<file path="src/rtl/mux2_rr_arbiter.sv">
// mux2_rr_arbiter
//   Two-requester round-robin arbiter that drives a shared 2:1 data mux and
//   registers the chosen source's beat onto a single output channel.
//
//   Optional feature macro: ARB_HOLD_LIMIT_EN
//     defined   -> a grantee is forced to hand over after MAX_HOLD beats if
//                  the other source is requesting.
//     undefined -> a grant lasts until the grantee drops its request.
//
// Ports
//   clk        : system clock, rising edge
//   rst        : asynchronous active-high reset
//   req[1:0]   : req[i]=1 -> source i has a beat this cycle
//   din0, din1 : source data
//   grant[1:0] : one-hot registered grant, 2'b00 when idle
//   sel        : registered mux select (current or last grantee)
//   dout       : registered muxed data
//   dout_valid : dout holds a valid beat
module mux2_rr_arbiter #(
  parameter int unsigned DATA_W   = 8,
  parameter int unsigned MAX_HOLD = 4
) (
  input  logic              clk,
  input  logic              rst,
  input  logic [1:0]        req,
  input  logic [DATA_W-1:0] din0,
  input  logic [DATA_W-1:0] din1,
  output logic [1:0]        grant,
  output logic              sel,
  output logic [DATA_W-1:0] dout,
  output logic              dout_valid
);

  localparam int unsigned CW = (MAX_HOLD < 2) ? 1 : $clog2(MAX_HOLD + 1);

  typedef enum logic [1:0] {
    IDLE = 2'd0,
    G0   = 2'd1,
    G1   = 2'd2
  } state_t;

  state_t        state, state_nxt;
  logic          ptr, ptr_nxt;
  logic          sel_nxt;
  logic [CW-1:0] cnt, cnt_nxt;
  logic          beat;
  logic          cur;

  // Index of the current grantee; only meaningful in G0/G1.
  assign cur   = (state == G1);
  assign grant = {state == G1, state == G0};

  always_comb begin
    state_nxt = state;
    ptr_nxt   = ptr;
    sel_nxt   = sel;
    cnt_nxt   = cnt;
    beat      = 1'b0;
    case (state)
      IDLE: begin
        if (req == 2'b11) begin
          state_nxt = ptr ? G1 : G0;
          sel_nxt   = ptr;
        end else if (req[0]) begin
          state_nxt = G0;
          sel_nxt   = 1'b0;
        end else if (req[1]) begin
          state_nxt = G1;
          sel_nxt   = 1'b1;
        end
      end
      G0, G1: begin
        if (req[cur]) begin
          beat    = 1'b1;
          cnt_nxt = cnt + 1'b1;
`ifdef ARB_HOLD_LIMIT_EN
          // Tenure limit reached: hand over if the other side waits,
          // otherwise start a fresh tenure for the same grantee.
          if (cnt_nxt == CW'(MAX_HOLD)) begin
            cnt_nxt = '0;
            if (req[~cur]) begin
              state_nxt = cur ? G0 : G1;
              sel_nxt   = ~cur;
              ptr_nxt   = ~cur;
            end
          end
`endif
        end else begin
          ptr_nxt = ~cur;
          cnt_nxt = '0;
          if (req[~cur]) begin
            state_nxt = cur ? G0 : G1;
            sel_nxt   = ~cur;
          end else begin
            state_nxt = IDLE;
          end
        end
      end
      default: state_nxt = IDLE;
    endcase
  end

  always_ff @(posedge clk or posedge rst) begin
    if (rst) begin
      state <= IDLE;
      ptr   <= 1'b0;
      sel   <= 1'b0;
      cnt   <= '0;
    end else begin
      state <= state_nxt;
      ptr   <= ptr_nxt;
      sel   <= sel_nxt;
      cnt   <= cnt_nxt;
    end
  end

  always_ff @(posedge clk or posedge rst) begin
    if (rst) begin
      dout       <= '0;
      dout_valid <= 1'b0;
    end else if (beat) begin
      dout       <= cur ? din1 : din0;
      dout_valid <= 1'b1;
    end else begin
      dout_valid <= 1'b0;
    end
  end

endmodule
</file>
<file path="config.mk">
export PLATFORM = sky130hd
export DESIGN_NAME = mux2_rr_arbiter
export DESIGN_NICKNAME = d
export VERILOG_FILES = /design/src/rtl/mux2_rr_arbiter.sv
export SDC_FILE = /design/constraint.sdc
export NUM_CORES = 1
export LEC_CHECK = 0
export BUFFER_PORTS_ARGS = -buffer_cell sky130_fd_sc_hd__clkbuf_2
export CAP_MARGIN = 40
export CORE_ASPECT_RATIO = 0.75
export CORE_MARGIN = 2
export CORE_UTILIZATION = 47
export DETAILED_ROUTE_END_ITERATION = 10
export PLACE_DENSITY = 0.78
export SLEW_MARGIN = 10
export SYNTH_ARGS = -nofsm -noshare
export SYNTH_HDL_FRONTEND = slang
export SYNTH_SLANG_ARGS = --single-unit
</file>
<file path="constraint.sdc">
create_clock -name clk -period 1.95 [get_ports clk]
set_input_delay 0.0975 -clock clk [delete_from_list [all_inputs] [get_ports clk]]
set_output_delay 0.0975 -clock clk [all_outputs]
set_load 0.01 [all_outputs]
</file>
==> results of run 1 <==
[layer usage]
layer	routed length, um	up-vias
li1	-	349
met1	750	305
met2	765	17
met3	75	2
met4	16	0
met5	0	-
[stage by stage]
stage	total power, mW	hold slack, ns	setup slack [ns]	area [um^2]	utilization (%)
after global routing	1.757	0.1402	0.1425	1020	60.87
final	1.615	0.1386	0.2258	1020	60.87
after CTS	1.631	0.1349	0.2255	1020	60.87
after global placement	1.438	0.1239	0.2718	983.4	58.70
after detailed placement	1.464	0.1191	0.2393	983.4	58.70
after floorplan	1.221	-0.02554	0.2841	815.8	-
[worst register-to-register path: cells and delay by family, from the launching register on]
| family | cells | cell delay [ns] |
|---|---|---|
| muxes | 2 | 0.66 |
| adders and majority gates | 1 | 0.27 |
| DFF | 1 | 0.41 |
| buffers and inverters | 1 | 0.11 |
| AOI/OAI and AO/OA | 1 | 0.17 |
[layout make-up]
cell class | count | area (um^2)
repair buffers | 35 | 187.7
inverters | 8 | 30.03
clock buffers | 4 | 26.28
multi-input cells | 50 | 422.9
flip-flops and latches | 13 | 325.3
well taps | 22 | 27.53
fillers | 138 | 655.6
[cells in the final DEF (no fill, tap or decap), drive strengths merged]
| cell type | n |
|---|---|
| nor4bb | 1 |
| nand2 | 1 |
| mux2 | 2 |
| a21oi | 9 |
| inv | 8 |
| clkbuf | 35 |
| ha | 5 |
| dfrtp | 13 |
| dlygate4sd3 | 1 |
| buf | 3 |
| o21ai | 2 |
| mux2i | 10 |
| nor2 | 1 |
| o211ai | 1 |
| o32ai | 1 |
| a21bo | 1 |
| nand4b | 1 |
| a2bb2oi | 1 |
| o31ai | 1 |
| nor4b | 1 |
| a31oi | 10 |
| or2 | 1 |
| nand3b | 1 |
[cell families after synthesis]
logic type / synth area share [%]
fa+ha+maj: 7.669
simple gates: 5.982
mux: 15.95
flops: 39.88
compound gates: 22.24
buf+inv: 8.280
[synth_stat cells (2+ instances only)]
master / n / area share [%]
sky130_fd_sc_hd__a31oi_1: 10 / 7.7
sky130_fd_sc_hd__dfrtp_1: 13 / 40
sky130_fd_sc_hd__mux2i_1: 10 / 12
sky130_fd_sc_hd__mux2_4: 2 / 3.7
sky130_fd_sc_hd__a21oi_1: 8 / 4.9
sky130_fd_sc_hd__inv_1: 8 / 3.7
sky130_fd_sc_hd__ha_1: 5 / 7.7
sky130_fd_sc_hd__buf_4: 2 / 1.8
sky130_fd_sc_hd__o21ai_0: 2 / 1.2
[state kept, by name, summed over array words and instances, names as in the netlist]
name and count:
dout_valid 1, ptr 1, state 2, sel 1, dout 8
[power breakdown]
group / internal, mW / switching [mW] / total [mW]
Sequential: 0.398 / 0.0771 / 0.475
Combinational: 0.443 / 0.537 / 0.980
Clock: 0.0793 / 0.0809 / 0.160
Total: 0.920 / 0.695 / 1.62
[repair_timing]
item | in CTS | in global routing
hold buffers | 1 | 0
endpoints found under the setup margin | 0 | 0
hold endpoints to repair | 13 | 0
resized for setup | 0 | 0
[path summary, 6_finish.rpt]
path	from	to	slack, ns	depth (start not counted)
min reg2reg	dout[4]$_DFFE_PP0P_	dout[4]$_DFFE_PP0P_	0.55	2
max	state[0]$_DFFE_PP0P_	state[0]$_DFFE_PP0P_	0.23	5
max in group asynchronous	rst	dout[2]$_DFFE_PP0P_	1.26	3
max reg2reg	state[0]$_DFFE_PP0P_	state[0]$_DFFE_PP0P_	0.23	5
min in group asynchronous	rst	dout[0]$_DFFE_PP0P_	0.37	3
min	din0[7]	dout[7]$_DFFE_PP0P_	0.14	3
==> flow_summary.ini, run 1 <==
[worst_setup_path]
cp_cell_sequence = inv_1 > ha_1 > mux2_4 > a2bb2oi_4 > mux2_4
crit_buf_inv = 1
critical_path.endpoint_type = flop
cp_common_cell = sky130_fd_sc_hd__mux2_4
timing.critical_path.slowest_stage_cell = sky130_fd_sc_hd__dfrtp_1
critPathMaxFanout = 5
cp-start-kind = flop
worstSetupPathType = reg -> reg
slowest_delay_ns = 0.41
critPathTopFamily = multiplexers
critPathRequiredTime_ns = 2.11
worst_endpoint_data_arrival_time_ns = 1.88

[cells_and_area]
drive_above_1_share_pct = 38.18
layoutNonFillerInstCount = 132
insertedDiodeCount = 0
synthToLayoutAreaGrowth_pct = 25.00
layout.nets = 136

[run]
drv.max_cap_violation_count = 0

[global_route]
grt.met1_usage_pct = 22.27
largest_net_degree_at_the_start_of_global_routing = 18
grt.busiest_layer = met2
grt.total_usage_pct = 17.29
grt_first_pass_wirelength_um = 2484
met2_usage_pct = 26.90
overflow = 0
antenna_violations_before_repair = 0
use_met3_pct = 6.716
grt_pass1_vias = 551

[cts]
cts_buffers = 3
cts_tree = built
path_clk_slew_ns = 0.07
clock_path_buffers = 2
clkLatencyLatePin_ns = 0.27
clockRootBuffer = sky130_fd_sc_hd__clkbuf_4
htree_levels = 1
sinks_on_clock_net = 13
post_cts_buffers = 0

[route]
num_vias = 673
drt_pre_antenna_iters = 4
route.detailed.vias_per_inst = 5.098
ant_nets = 0
wl_um = 1607
detail_route.iter0.violations = 6
drcViolationCount = 0
routedWlPerCell_um = 12.17

[logic_synthesis]
async_reset_ff_share_pct = 100.0
post_synth_num_cell_types = 25
number_of_enable_flip_flop_cells_after_synthesis = 0
post_synth_instance_area_um2 = 815.8
share_of_synthesized_area_occupied_by_flip_flops_and_latches_pct = 39.88
mean_instance_size_in_the_synthesized_netlist_um2 = 10.73
synth_ff_type = sky130_fd_sc_hd__dfrtp_1
ys.warnings.count = 0
syn_inst = 76
ys_ff_latch = 13
synth_nets = 101

[floorplan]
site_rows = 13
die_area_um2 = 2088
floorplan.core_area_um2 = 1675
floorplan.die.height_um = 40.08
die_x_um = 52.11
boundaryPins = 32
start_util_pct = 48.69

[sta]
max_slew.worst_pin.slew_ns = 0.4809
period_minus_slack_ns = 1.724
final-max-slew-violation-count = 0
unrepaired_setup_endpoints_after_global_routing = false
layout_worst_path_cycle_share_pct = 88.42
fin_setup_tns_ns = 0
final_hold_violation_count = 0
report.final.setup_viol = 0
skew_ns = 0.001837
slew-limit-headroom_pct = 67.91
fmax_mhz = 580.0

[power]
power.density_nw_per_um2 = 1584
leakage_nw = 0.5086
worst_vdd_drop_mv = 0.8477

[place]
placement.io_buffers = 31
dp.cells = 127
place.gp.congestion = 0.7176
place.detailed.hpwl_um = 1203

[status]
status = complete, no violations

[hold_path]
hold_path_class = in -> reg
Note: power is estimated with default switching activity, not from simulation.
==> inputs of run 2 (changes only) <==
--- a/config.mk
+++ b/config.mk
@@ -5,13 +5,12 @@
 export SDC_FILE = /design/constraint.sdc
 export NUM_CORES = 1
 export LEC_CHECK = 0
+export ABC_AREA = 1
 export BUFFER_PORTS_ARGS = -buffer_cell sky130_fd_sc_hd__clkbuf_2
 export CAP_MARGIN = 40
-export CORE_ASPECT_RATIO = 0.75
-export CORE_MARGIN = 2
-export CORE_UTILIZATION = 47
+export CORE_UTILIZATION = 46
 export DETAILED_ROUTE_END_ITERATION = 10
-export PLACE_DENSITY = 0.78
+export PLACE_DENSITY_LB_ADDON = 0.12
 export SLEW_MARGIN = 10
 export SYNTH_ARGS = -nofsm -noshare
 export SYNTH_HDL_FRONTEND = slang
==> run 2 against run 1 <==
Effect of this change: the flow now finishes with violations (design-rule violations); final cell count up 14%; via count rose by 13%; core utilization up 2.1 points; hold slack worse by 0.081 ns; count of clock-buffer cells in the layout unchanged; largest power group unchanged.
==> flow_summary.ini, run 2 <==
[logic_synthesis]
yosysTopAreaCell = sky130_fd_sc_hd__dfrtp_1
synth_ff_type = sky130_fd_sc_hd__dfrtp_1
ys_ff_latch = 13
async_reset_ff_share_pct = 100.0
fraction_of_synthesized_cell_area_taken_by_the_top_area_cell_type_pct = 41.27
synth_top_cells_by_area = sky130_fd_sc_hd__dfrtp_1 41%, sky130_fd_sc_hd__nand2_1 18%, sky130_fd_sc_hd__ha_1 7.9%
synth.top_cells.by_count = 38 x sky130_fd_sc_hd__nand2_1, 13 x sky130_fd_sc_hd__dfrtp_1, 8 x sky130_fd_sc_hd__o211ai_1, 7 x sky130_fd_sc_hd__nand3_1
number_of_enable_flip_flop_cells_after_synthesis = 0
syn_inst = 100
share_of_synthesized_area_occupied_by_flip_flops_and_latches_pct = 41.27
synth_most_common_cell = sky130_fd_sc_hd__nand2_1
mean_instance_size_in_the_synthesized_netlist_um2 = 7.883
ys.warnings.count = 0
synth_nets = 125
post_synth_num_cell_types = 17
post_synth_instance_area_um2 = 788.3

[sta]
skew_ns = 0.005039
period_minus_slack_ns = 1.668
max_slew.worst_pin.slew_ns = 0.5163
final_hold_violation_count = 0
slew-limit-headroom_pct = 65.54
report.final.setup_viol = 0
fmax_mhz = 599.4
final-max-slew-violation-count = 0
fin_setup_tns_ns = 0
layout_worst_path_cycle_share_pct = 85.56
setup_ws_ns = 0.2816
unrepaired_setup_endpoints_after_global_routing = false

[hold_path]
hold_path_depth = 3
hp_start = din0[0]
min_delay_worst_endpoint = dout[0]$_DFFE_PP0P_
hold_path_class = in -> reg

[power]
worst_vdd_drop_mv = 0.8255
power.density_nw_per_um2 = 1573
leakage_nw = 0.5667

[global_route]
antenna_violations_before_repair = 0
overflow = 0
largest_net_degree_at_the_start_of_global_routing = 14
grt_pass1_vias = 687
grt_first_pass_wirelength_um = 2939
grt.total_usage_pct = 21.30

[cells_and_area]
layout_commonest_cell = sky130_fd_sc_hd__nand2_1
seqCellArea_um2 = 325.3
filler_cell_count = 155
multi_input_comb_area_um2 = 402.9
layout.nets = 160
largest_reg_flops = 8
register_with_the_most_flip_flops = dout
synthToLayoutAreaGrowth_pct = 24.44
drive_above_1_share_pct = 35.07
layoutNonFillerInstCount = 150
insertedDiodeCount = 0
postLayoutCellArea_um2 = 980.9
most-common-layout-cells = 38 x sky130_fd_sc_hd__nand2_1, 31 x sky130_fd_sc_hd__clkbuf_2, 13 x sky130_fd_sc_hd__dfrtp_1
registers_with_the_most_flip_flops = dout (8), state (2)

[floorplan]
site_rows = 14
die_area_um2 = 1883
start_util_pct = 50.56
die_x_um = 43.40
boundaryPins = 32
floorplan.core_area_um2 = 1559
floorplan.die.height_um = 43.40

[worst_setup_path]
slowest_delay_ns = 0.42
critical_register_to_register_path_endpoint = dout[7]$_DFFE_PP0P_
critPathTopFamily = buffers and inverters
cp-start-kind = flop
worst_endpoint_data_arrival_time_ns = 1.89
worstRegToRegCells = 8
critPathMaxFanout = 11
worstSetupPathType = reg -> reg
cp-startpoint = state[0]$_DFFE_PP0P_
timing.critical_path.slowest_stage_cell = sky130_fd_sc_hd__dfrtp_1
timing.rr.start = state[0]$_DFFE_PP0P_
cp_common_cell = sky130_fd_sc_hd__inv_1
critical_path.endpoint_type = flop
crit_buf_inv = 3
regToRegSetupSlack_ns = 0.28
critPathRequiredTime_ns = 2.17
cp_cell_sequence = inv_1 > ha_1 > inv_1 > nand2_2 > nand3_2 > inv_2 > o211ai_1 > nand2_1

[cts]
clock_path_buffers = 2
cts_tree = built
cts_buffers = 3
cts_hold_repair.buffers = 1
clkLatencyLatePin_ns = 0.27
htree_levels = 1
sinks_on_clock_net = 13
path_clk_slew_ns = 0.08
post_cts_buffers = 0
clockRootBuffer = sky130_fd_sc_hd__clkbuf_4
cts-resized-gates = 0

[place]
dp.cells = 145
placement.io_buffers = 31
postPlaceCellArea_um2 = 944.7
place.detailed.hpwl_um = 1349
pre_cts_slack_ns = 0.3051
place.gp.congestion = 0.7649

[route]
detail_route.iter0.violations = 16
ant_nets = 0
drcViolationCount = 2
route.detailed.vias_per_inst = 5.087
wl_um = 1798
routedWlPerCell_um = 11.99
num_vias = 763
drt_pre_antenna_iters = 7

[status]
violations_in_the_final_reports = design-rule violations
status = complete, but fails checks

[run]
drv.max_cap_violation_count = 0
[run 2: metal layers]
metal	wire [um]	track usage, %
met5	0	0
met4	22	5.625
met1	821	26.33
met3	118	8.750
met2	835	34.55
[run 2: area by class of cell]
class / count / area share (%)
Multi-Input combinational cell: 75 / 41.07
Sequential cell: 13 / 33.16
Timing Repair Buffer: 33 / 17.60
Inverter: 9 / 3.444
Clock buffer: 4 / 2.679
Tap cell: 16 / 2.041
[run 2: worst max path at each step]
stage	to	cells past startpoint
6_report	dout[7]$_DFFE_PP0P_	8
2_1_floorplan	dout[5]$_DFFE_PP0P_	7
3_5_place_dp	dout[7]$_DFFE_PP0P_	8
5_1_grt	dout[4]$_DFFE_PP0P_	8
4_1_cts	dout[7]$_DFFE_PP0P_	8
3_3_place_gp	dout[5]$_DFFE_PP0P_	8
[run 2: per-stage QoR]
stage,hold slack [ns],power [mW],utilization (%)
after floorplan,-0.02554,1.152,-
after CTS,0.05801,1.553,62.92
after global routing,0.05851,1.708,62.92
after global placement,0.1274,1.363,60.59
final,0.05748,1.543,62.92
after detailed placement,0.1347,1.380,60.59
[run 2: tightest hold or removal path, cell delays in order]
cell and delay [ns]:
sky130_fd_sc_hd__clkbuf_2 0.07, sky130_fd_sc_hd__o211ai_1 0.07, sky130_fd_sc_hd__nand2_1 0.06
[run 2: logic make-up after synthesis]
| group | synth area share, % |
|---|---|
| buf+inv | 7.618 |
| fa+ha+maj | 7.937 |
| compound gates | 10.16 |
| flops | 41.27 |
| simple gates | 33.01 |
[run 2: where the power goes]
part           total, mW  switching (mW)  internal (mW)
logic              0.896           0.551          0.345
registers          0.483          0.0777          0.405
clock network      0.164          0.0852         0.0793
total               1.54           0.714          0.829
==> inputs of run 3 (changes only) <==
--- a/config.mk
+++ b/config.mk
@@ -8,8 +8,10 @@
 export ABC_AREA = 1
 export BUFFER_PORTS_ARGS = -buffer_cell sky130_fd_sc_hd__clkbuf_2
 export CAP_MARGIN = 40
-export CORE_UTILIZATION = 46
+export CORE_UTILIZATION = 50
+export CTS_CLUSTER_SIZE = 14
 export DETAILED_ROUTE_END_ITERATION = 10
+export HOLD_SLACK_MARGIN = 0.12
 export PLACE_DENSITY_LB_ADDON = 0.12
 export SLEW_MARGIN = 10
 export SYNTH_ARGS = -nofsm -noshare
==> constraint.sdc (replaced) <==
create_clock -name clk -period 2.1 [get_ports clk]
set_input_delay 0.105 -clock clk [delete_from_list [all_inputs] [get_ports clk]]
set_output_delay 0.105 -clock clk [all_outputs]
set_load 0.01 [all_outputs]
==> run 3 against run 2 <==
Effect of this change: the run now ends clean; wire length is 5.7% higher; final cell count increased by 4.0%; final area grew 7.4%; critical endpoint is now dout[5]$_DFFE_PP0P_.
==> flow_summary.ini, run 3 (synthesis gave the netlist of run 2 again) <==
[cts]
clockRootBuffer = sky130_fd_sc_hd__clkbuf_4
path_clk_slew_ns = 0.09
htree_levels = 1
cts_tree = built
clkLatencyLatePin_ns = 0.28
post_cts_buffers = 0
sinks_on_clock_net = 13
clock_path_buffers = 2
cts_buffers = 3

[floorplan]
boundaryPins = 32
floorplan.core_area_um2 = 1383
die_x_um = 41.71
start_util_pct = 57.01
floorplan.die.height_um = 41.71
site_rows = 13
die_area_um2 = 1739

[place]
placement.io_buffers = 31
place.gp.congestion = 0.7545
place.detailed.hpwl_um = 1345
dp.cells = 143

[sta]
period_minus_slack_ns = 1.673
final_hold_violation_count = 0
slew-limit-headroom_pct = 64.47
final-max-slew-violation-count = 0
unrepaired_setup_endpoints_after_global_routing = false
max_slew.worst_pin.slew_ns = 0.5324
skew_ns = 0.004417
fin_setup_tns_ns = 0
hold-worst-slack_ns = 0.1616
layout_worst_path_cycle_share_pct = 79.67
report.final.setup_viol = 0
fmax_mhz = 597.7

[cells_and_area]
largest_reg_flops = 8
drive_above_1_share_pct = 33.33
most-common-layout-cells = 38 x sky130_fd_sc_hd__nand2_1, 31 x sky130_fd_sc_hd__clkbuf_2, 13 x sky130_fd_sc_hd__dfrtp_1
synthToLayoutAreaGrowth_pct = 33.65
insertedDiodeCount = 0
layout.nets = 167
register_with_the_most_flip_flops = dout
registers_with_the_most_flip_flops = dout (8), state (2)
layout_commonest_cell = sky130_fd_sc_hd__nand2_1
layoutNonFillerInstCount = 156

[global_route]
grt.total_usage_pct = 22.95
grt_first_pass_wirelength_um = 3015
grt_pass1_vias = 693
antenna_violations_before_repair = 0
largest_net_degree_at_the_start_of_global_routing = 14
overflow = 0

[power]
leakage_nw = 0.5978
worst_vdd_drop_mv = 1.008
power.density_nw_per_um2 = 1374

[run]
drv.max_cap_violation_count = 0

[worst_setup_path]
critPathRequiredTime_ns = 2.32
timing.critical_path.slowest_stage_cell = sky130_fd_sc_hd__dfrtp_1
cp_cell_sequence = inv_1 > ha_1 > inv_1 > nand2_2 > nand3_2 > inv_2 > o211ai_1 > nand2_1
critical_path.endpoint_type = flop
cp_common_cell = sky130_fd_sc_hd__inv_1
worstSetupPathType = reg -> reg
slowest_delay_ns = 0.42
critPathTopFamily = buffers and inverters
worst_endpoint_data_arrival_time_ns = 1.89
critPathMaxFanout = 11
crit_buf_inv = 3
cp-start-kind = flop

[route]
detail_route.iter0.violations = 25
routedWlPerCell_um = 12.18
wl_um = 1900
route.detailed.vias_per_inst = 5.000
num_vias = 780
ant_nets = 0
drt_pre_antenna_iters = 4
drcViolationCount = 0

[status]
status = complete, no violations

[hold_path]
hold_path_class = in -> reg
## run 3: final timing paths
path	to	slack [ns]	cells past startpoint	from
max	dout[5]$_DFFE_PP0P_	0.43	8	state[0]$_DFFE_PP0P_
min	dout[6]$_DFFE_PP0P_	0.16	4	din1[6]
max reg2reg	dout[5]$_DFFE_PP0P_	0.43	8	state[0]$_DFFE_PP0P_
min reg2reg	dout[7]$_DFFE_PP0P_	0.48	2	dout[7]$_DFFE_PP0P_
max in group asynchronous	dout[4]$_DFFE_PP0P_	1.36	3	rst
min in group asynchronous	dout_valid$_DFF_PP0_	0.39	3	rst
## run 3: through the flow
step                area, um^2  util, %  power [mW]  worst slack [ns]
global placement         935.9    67.69       1.241            0.5232
floorplan                788.3        -       1.069            0.7230
finish                    1054    76.20       1.448            0.4269
detailed placement       935.9    67.69       1.268            0.4711
global route              1054    76.20       1.569            0.2795
CTS                       1054    76.20       1.443            0.4414
## run 3: layer usage
layer / wire (um) / GRT usage (%) / vias up
met5: 0 / 0 / -
met4: 25 / 9.677 / 0
met3: 99 / 2.609 / 4
met2: 893 / 38.13 / 33
met1: 882 / 30.03 / 338
li1: - / - / 405
## run 3: worst min-delay path: stages
cell and delay (ns):
sky130_fd_sc_hd__clkbuf_2 0.08, sky130_fd_sc_hd__or2_2 0.09, sky130_fd_sc_hd__o211ai_1 0.08, sky130_fd_sc_hd__nand2_1 0.06
## run 3: cell type report
cell class | instances | area, um^2
sequential | 13 | 325.3
timing repair buffer | 40 | 245.2
clock inverter | 1 | 5.005
clock buffer | 3 | 22.52
tap | 15 | 18.77
multi-input combinational | 75 | 402.9
inverter | 9 | 33.78
fill | 110 | 329.1
## run 3: what timing repair did
action | 4_1_cts | 5_1_grt
hold buffers | 9 | 0
gates resized for setup | 0 | 0
endpoints found under the hold margin | 21 | 0
## run 3: power by group
group / internal [mW] / leakage, nW / switching [mW]
clock network: 0.0707 / 0.0177 / 0.0914
logic: 0.319 / 0.419 / 0.518
registers: 0.376 / 0.161 / 0.0733
